## config.mk

```make
export PLATFORM = sky130hd
export DESIGN_NAME = mdu_seq
export DESIGN_NICKNAME = d
export VERILOG_FILES = /design/src/rtl/mips_pkg.sv /design/src/rtl/mdu_seq.sv
export SDC_FILE = /design/constraint.sdc
export NUM_CORES = 1
export LEC_CHECK = 0
export ABC_AREA = 1
export BUFFER_PORTS_ARGS = -buffer_cell sky130_fd_sc_hd__buf_2
export CAP_MARGIN = 40
export CORE_ASPECT_RATIO = 1.4
export CORE_MARGIN = 4
export CORE_UTILIZATION = 50
export CTS_BUF_LIST = sky130_fd_sc_hd__clkbuf_8
export DETAILED_ROUTE_END_ITERATION = 8
export GPL_TIMING_DRIVEN = 1
export PLACE_DENSITY = 0.87
export SYNTH_ARGS = -nofsm -noshare
export SYNTH_HDL_FRONTEND = slang
export SYNTH_SLANG_ARGS = --single-unit
```

## constraint.sdc

```tcl
create_clock -name clk -period 2.6 [get_ports clk]
set_input_delay 0.13 -clock clk [delete_from_list [all_inputs] [get_ports clk]]
set_output_delay 0.13 -clock clk [all_outputs]
set_load 0.05 [all_outputs]
```

## src/rtl/mips_pkg.sv

```systemverilog
// Shared MIPS datapath definitions: ALU controls, MDU state/op encodings,
// and the MSB-based carry helper used for both carry and borrow detection.
package mips_pkg;

   localparam logic [2:0] ALU_AND = 3'b000;
   localparam logic [2:0] ALU_OR  = 3'b001;
   localparam logic [2:0] ALU_ADD = 3'b010;
   localparam logic [2:0] ALU_SUB = 3'b110;
   localparam logic [2:0] ALU_SLT = 3'b111;

   typedef enum logic [1:0] {IDLE, RUN, DONE} mdu_state_t;
   typedef enum logic {MULTU = 1'b0, DIVU = 1'b1} mdu_op_t;

   // Carry out of an adder from operand and sum MSBs only. For a subtract,
   // pass the inverted b MSB and the result is the no-borrow flag.
   function automatic logic add_carry(input logic a, input logic b, input logic s);
      return (a & b) | ((a | b) & ~s);
   endfunction

endpackage

```

## src/rtl/mdu_seq.sv

```systemverilog
// Iterative MULTU/DIVU sequencer. Borrows the shared ALU for 32 add or
// subtract steps and accumulates the result into HI/LO.
module mdu_seq
   import mips_pkg::*;
#(
   parameter int WIDTH = 32,
   parameter int CNT_W = $clog2(WIDTH)
) (
   input  logic             clk,
   input  logic             reset,
   input  logic             start,
   input  logic             op,
   input  logic [WIDTH-1:0] srca,
   input  logic [WIDTH-1:0] srcb,
   output logic             busy,
   output logic             done,
   output logic [WIDTH-1:0] hi,
   output logic [WIDTH-1:0] lo,
   output logic [WIDTH-1:0] alu_a,
   output logic [WIDTH-1:0] alu_b,
   output logic [2:0]       alu_cont,
   input  logic [WIDTH-1:0] alu_result
);

   mdu_state_t       state_q, state_d;
   mdu_op_t          op_q, op_d;
   logic [CNT_W-1:0] count_q, count_d;
   logic [WIDTH-1:0] hi_q, hi_d;
   logic [WIDTH-1:0] lo_q, lo_d;
   logic [WIDTH-1:0] opb_q, opb_d;   // multiplicand or divisor
   logic             busy_q, busy_d;
   logic             done_q, done_d;

   logic [WIDTH-1:0] rem_shift;      // partial remainder shifted left by one
   logic             mul_carry;
   logic             div_ge;

   assign rem_shift = {hi_q[WIDTH-2:0], lo_q[WIDTH-1]};
   assign mul_carry = add_carry(hi_q[WIDTH-1], opb_q[WIDTH-1], alu_result[WIDTH-1]);
   // The bit shifted out of hi means the remainder already exceeds any divisor.
   assign div_ge    = hi_q[WIDTH-1]
                    | add_carry(rem_shift[WIDTH-1], ~opb_q[WIDTH-1], alu_result[WIDTH-1]);

   // ALU operand drive; parked at 0+0 outside RUN so the bus never floats X.
   always_comb begin
      alu_a    = '0;
      alu_b    = '0;
      alu_cont = ALU_ADD;
      if (state_q == RUN) begin
         if (op_q == MULTU) begin
            alu_a    = hi_q;
            alu_b    = opb_q;
            alu_cont = ALU_ADD;
         end else begin
            alu_a    = rem_shift;
            alu_b    = opb_q;
            alu_cont = ALU_SUB;
         end
      end
   end

   // Next-state and datapath step for one iteration.
   always_comb begin
      state_d = state_q;
      op_d    = op_q;
      count_d = count_q;
      hi_d    = hi_q;
      lo_d    = lo_q;
      opb_d   = opb_q;
      done_d  = 1'b0;
      unique case (state_q)
         IDLE: begin
            if (start) begin
               op_d    = mdu_op_t'(op);
               count_d = '0;
               hi_d    = '0;
               state_d = RUN;
               if (mdu_op_t'(op) == MULTU) begin
                  lo_d  = srcb;
                  opb_d = srca;
               end else begin
                  lo_d  = srca;
                  opb_d = srcb;
               end
            end
         end
         RUN: begin
            if (op_q == MULTU) begin
               if (lo_q[0]) begin
                  hi_d = {mul_carry, alu_result[WIDTH-1:1]};
                  lo_d = {alu_result[0], lo_q[WIDTH-1:1]};
               end else begin
                  hi_d = {1'b0, hi_q[WIDTH-1:1]};
                  lo_d = {hi_q[0], lo_q[WIDTH-1:1]};
               end
            end else begin
               if (div_ge) begin
                  hi_d = alu_result;
                  lo_d = {lo_q[WIDTH-2:0], 1'b1};
               end else begin
                  hi_d = rem_shift;
                  lo_d = {lo_q[WIDTH-2:0], 1'b0};
               end
            end
            count_d = count_q + 1'b1;
            if (count_q == CNT_W'(WIDTH-1)) begin
               state_d = DONE;
               done_d  = 1'b1;
            end
         end
         DONE: begin
            state_d = IDLE;
         end
         default: state_d = IDLE;
      endcase
      busy_d = (state_d != IDLE);
   end

   // Single register bank for FSM state, datapath and registered outputs.
   always_ff @(posedge clk) begin
      if (reset) begin
         state_q <= IDLE;
         op_q    <= MULTU;
         count_q <= '0;
         hi_q    <= '0;
         lo_q    <= '0;
         opb_q   <= '0;
         busy_q  <= 1'b0;
         done_q  <= 1'b0;
      end else begin
         state_q <= state_d;
         op_q    <= op_d;
         count_q <= count_d;
         hi_q    <= hi_d;
         lo_q    <= lo_d;
         opb_q   <= opb_d;
         busy_q  <= busy_d;
         done_q  <= done_d;
      end
   end

   assign busy = busy_q;
   assign done = done_q;
   assign hi   = hi_q;
   assign lo   = lo_q;

endmodule

```

==> reports/summary.json <==
{
  "outcome": {
    "run_status": "finished clean"
  },
  "layout": {
    "n_fill_cell": 1329,
    "design_area_um2": 8080,
    "multi_input_area_um2": 3640,
    "finish.net_count": 1410,
    "antennaDiodeCount": 0,
    "layout-area-overhead-vs-synth_pct": 19.8,
    "fin_util": 0.606,
    "ff_latch_area_um2": 2130,
    "post_route_cells_drive_above_1_share": 0.207
  },
  "sta": {
    "report.final.hold_viol_count": 0,
    "relSlewSlack": 0.549,
    "worst_hold_margin_ns": 0.0342,
    "finalMaxSlewViolations": 0,
    "final.min_clock_period_ns": 2.22,
    "worst_clock_skew_ns": 0.00970,
    "clock.fmax_ghz": 0.451,
    "tightestPinTransition_ns": 0.674,
    "total_negative_setup_slack_ns": 0,
    "rsz_0062_raised_after_global_routing": "no",
    "setup_violations": 0,
    "min_period_over_period": 0.853
  },
  "floorplanning": {
    "ioPinCount": 233,
    "fp.dieH_um": 145,
    "std_cell_rows": 50,
    "dieWidth_um": 106,
    "initial_utilization": 0.506,
    "full_die_area_um2": 15400,
    "floorplan.core_area_um2": 13300
  },
  "global_routing": {
    "globalRoute.totalOverflow": 0,
    "globalRouteTotalUtil": 0.259,
    "grt_max_degree": 107,
    "wire_length_of_the_first_global_routing_pass_um": 34000,
    "antenna_found_initial": 1,
    "number_of_global_route_vias_before_repair": 7393
  },
  "clock_network": {
    "cts_post_setup_buffers_inserted": 0,
    "cts-root-buf": "sky130_fd_sc_hd__clkbuf_8",
    "postCtsHoldBufs": 0,
    "clk_latency_ns": 0.36,
    "cts_tree": "built",
    "clock-sinks": 106,
    "quantity_of_gates_resized_following_cts": 0,
    "cts_inserted_buffers": 9,
    "clkTransAtPathRegs_ns": 0.10,
    "cts.htree.levels": 3,
    "cts_buffer_depth": 2
  },
  "detailed_routing": {
    "wl_um": 20800,
    "route.vias.total": 7998,
    "route.detailed.wl_per_inst_um": 13.9,
    "ant_nets": 0,
    "dr.first_iter.drc_count": 625,
    "first_pass_iters": 5,
    "viasPerCell": 5.36,
    "route.detailed.drc": 0
  },
  "synthesis": {
    "syn-instance-count": 1145,
    "synth.largest_area_cell": "sky130_fd_sc_hd__dfxtp_1",
    "yosysSeqAreaShare": 0.315,
    "synth.distinct_cells": 26,
    "mapped_cell_area_um2": 6750,
    "synth_top_area_share": 0.315,
    "synth.yosys.warnings": 0,
    "postSynthRegisterBits": 106,
    "synth_top_cells_by_area": "sky130_fd_sc_hd__dfxtp_1 31%, sky130_fd_sc_hd__nand2_1 11%, sky130_fd_sc_hd__nor2_1 11%",
    "syn_area_per_cell_um2": 5.89,
    "syn-num-nets": 1247
  },
  "hold_path": {
    "min_path_type": "primary input to flop"
  },
  "power": {
    "ir_worst_vdd_mv": 0.334,
    "power_total_w": 0.00435,
    "power-per-cell-area_nw_per_um2": 538,
    "power.leakage_nw": 4.14
  },
  "place": {
    "placement.cell_area_um2": 7870,
    "place.detailed.hpwl_um": 14200,
    "buffer_ports.inserted": 230,
    "globalplace.congestion": 0.896
  },
  "critical_path": {
    "crit_required_ns": 2.47,
    "cp_data_arrival_time_ns": 2.09,
    "worst-setup-path-type": "flop to output pin",
    "crit_path_max_incr_delay_ns": 0.51,
    "start_kind": "flop",
    "slowest_stage": "sky130_fd_sc_hd__buf_4",
    "crit_path_cell_trace": "inv_2 -> nor2_4 -> buf_4 -> o21ai_0 -> a21oi_1 -> buf_2",
    "critical_path_buf_inv_count": 3,
    "crit_path_end_kind": "output pin",
    "crit_family": "buffers and inverters",
    "worstPathMaxFanout": 62,
    "reg2reg_slack_ns": 0.62
  },
  "flow_run": {
    "max_cap_viol_count": 0
  }
}
[state kept, by name (all words and copies together) (netlist names)]
| name | flops |
|---|---|
| hi | 32 |
| lo | 32 |
| opb_q | 32 |
| count_q | 5 |
| state_q | 2 |
| busy | 1 |
| done | 1 |
| op_q | 1 |
[layout by cell type (no fill, tap or decap)]
cell and n:
sky130_fd_sc_hd__a21oi_1 92, sky130_fd_sc_hd__inv_1 148, sky130_fd_sc_hd__buf_4 13, sky130_fd_sc_hd__nand2_1 200, sky130_fd_sc_hd__a21oi_4 1, sky130_fd_sc_hd__clkbuf_8 10, sky130_fd_sc_hd__o21a_1 1, sky130_fd_sc_hd__ha_1 2
sky130_fd_sc_hd__a22oi_1 1, sky130_fd_sc_hd__buf_2 230, sky130_fd_sc_hd__clkinv_2 2, sky130_fd_sc_hd__buf_12 3, sky130_fd_sc_hd__nor2_2 1, sky130_fd_sc_hd__o22ai_1 53, sky130_fd_sc_hd__nand3_1 62, sky130_fd_sc_hd__dfxtp_4 1
sky130_fd_sc_hd__nor2_1 191, sky130_fd_sc_hd__nor3_1 3, sky130_fd_sc_hd__nor2_4 2, sky130_fd_sc_hd__conb_1 2, sky130_fd_sc_hd__dfxtp_1 105, sky130_fd_sc_hd__bufinv_16 2, sky130_fd_sc_hd__o21ai_0 134, sky130_fd_sc_hd__inv_2 4
sky130_fd_sc_hd__nand4_1 1, sky130_fd_sc_hd__a31oi_1 33, sky130_fd_sc_hd__o21ai_1 12, sky130_fd_sc_hd__nand2_2 1, sky130_fd_sc_hd__nand2_4 1
[cell usage after synthesis]
cell                         n
sky130_fd_sc_hd__nand2_1   200
sky130_fd_sc_hd__nor2_1    193
sky130_fd_sc_hd__inv_1     148
sky130_fd_sc_hd__o21ai_0   134
sky130_fd_sc_hd__dfxtp_1   106
sky130_fd_sc_hd__a21oi_1    92
sky130_fd_sc_hd__nand3_1    62
sky130_fd_sc_hd__o22ai_1    53
sky130_fd_sc_hd__buf_2      40
sky130_fd_sc_hd__clkbuf_1   37
sky130_fd_sc_hd__a31oi_1    33
sky130_fd_sc_hd__buf_1      13
sky130_fd_sc_hd__o21ai_1    12
sky130_fd_sc_hd__inv_2       4
sky130_fd_sc_hd__nor3_1      3
sky130_fd_sc_hd__buf_4       2
sky130_fd_sc_hd__buf_6       2
sky130_fd_sc_hd__conb_1      2
sky130_fd_sc_hd__ha_1        2
sky130_fd_sc_hd__a21oi_4     1
sky130_fd_sc_hd__a22oi_1     1
sky130_fd_sc_hd__nand2_2     1
sky130_fd_sc_hd__nand2_4     1
sky130_fd_sc_hd__nand4_1     1
sky130_fd_sc_hd__nor2_4      1
sky130_fd_sc_hd__o21a_1      1
[per-stage QoR]
stage	instances	setup slack [ns]
2_1_floorplan	1145	0.722
3_3_place_gp	1479	0.701
3_5_place_dp	1479	0.627
4_1_cts	1493	0.375
5_1_grt	1493	0.227
6_report	1493	0.383
[path summary, 6_finish.rpt]
check / start / end / depth (start not counted)
max reg2reg: state_q[1] / lo[27] / 8
min: srca[13] / opb_q[13] / 3
max: state_q[0] / alu_a[0] / 6
min reg2reg: count_q[4] / count_q[4] / 2
[worst reg2reg max path: cells and delay by family, from the launching register on]
| family | cells | cell delay, ns |
|---|---|---|
| buf+inv | 4 | 1.05 |
| flops | 1 | 0.39 |
| compound gates | 2 | 0.22 |
| simple gates | 2 | 0.22 |
[report_power, final]
| part | leakage (nW) | internal [W] | switching [W] |
|---|---|---|---|
| Combinational | 3.16 | 0.000389 | 0.000999 |
| Clock | 0.109 | 0.000555 | 0.000554 |
| Sequential | 0.874 | 0.00174 | 0.000107 |
| Total | 4.14 | 0.00269 | 0.00166 |
[layout make-up]
class | count | area share
Multi-Input combinational cell | 793 | 0.450
Clock inverter | 4 | 0.00852
Inverter | 152 | 0.0708
Timing Repair Buffer | 246 | 0.162
Clock buffer | 10 | 0.0170
Sequential cell | 106 | 0.263
Tap cell | 182 | 0.0282
[metal layers]
layer	global-route usage	share of wire	vias up
li1	-	-	4014
met1	0.295	0.39	3582
met2	0.468	0.50	346
met3	0.0533	0.080	54
met4	0.0953	0.027	2
met5	0	0.00034	-
[kinds of logic after synthesis]
group / after synthesis / share of synthesized area
AOI/OAI and AO/OA: 327 / 0.261
adders and majority gates: 2 / 0.00371
buffers and inverters: 246 / 0.148
DFF: 106 / 0.315
other: 2 / 0.00111
and+or+nand+nor: 462 / 0.272
(Power assumes the default switching activity.)
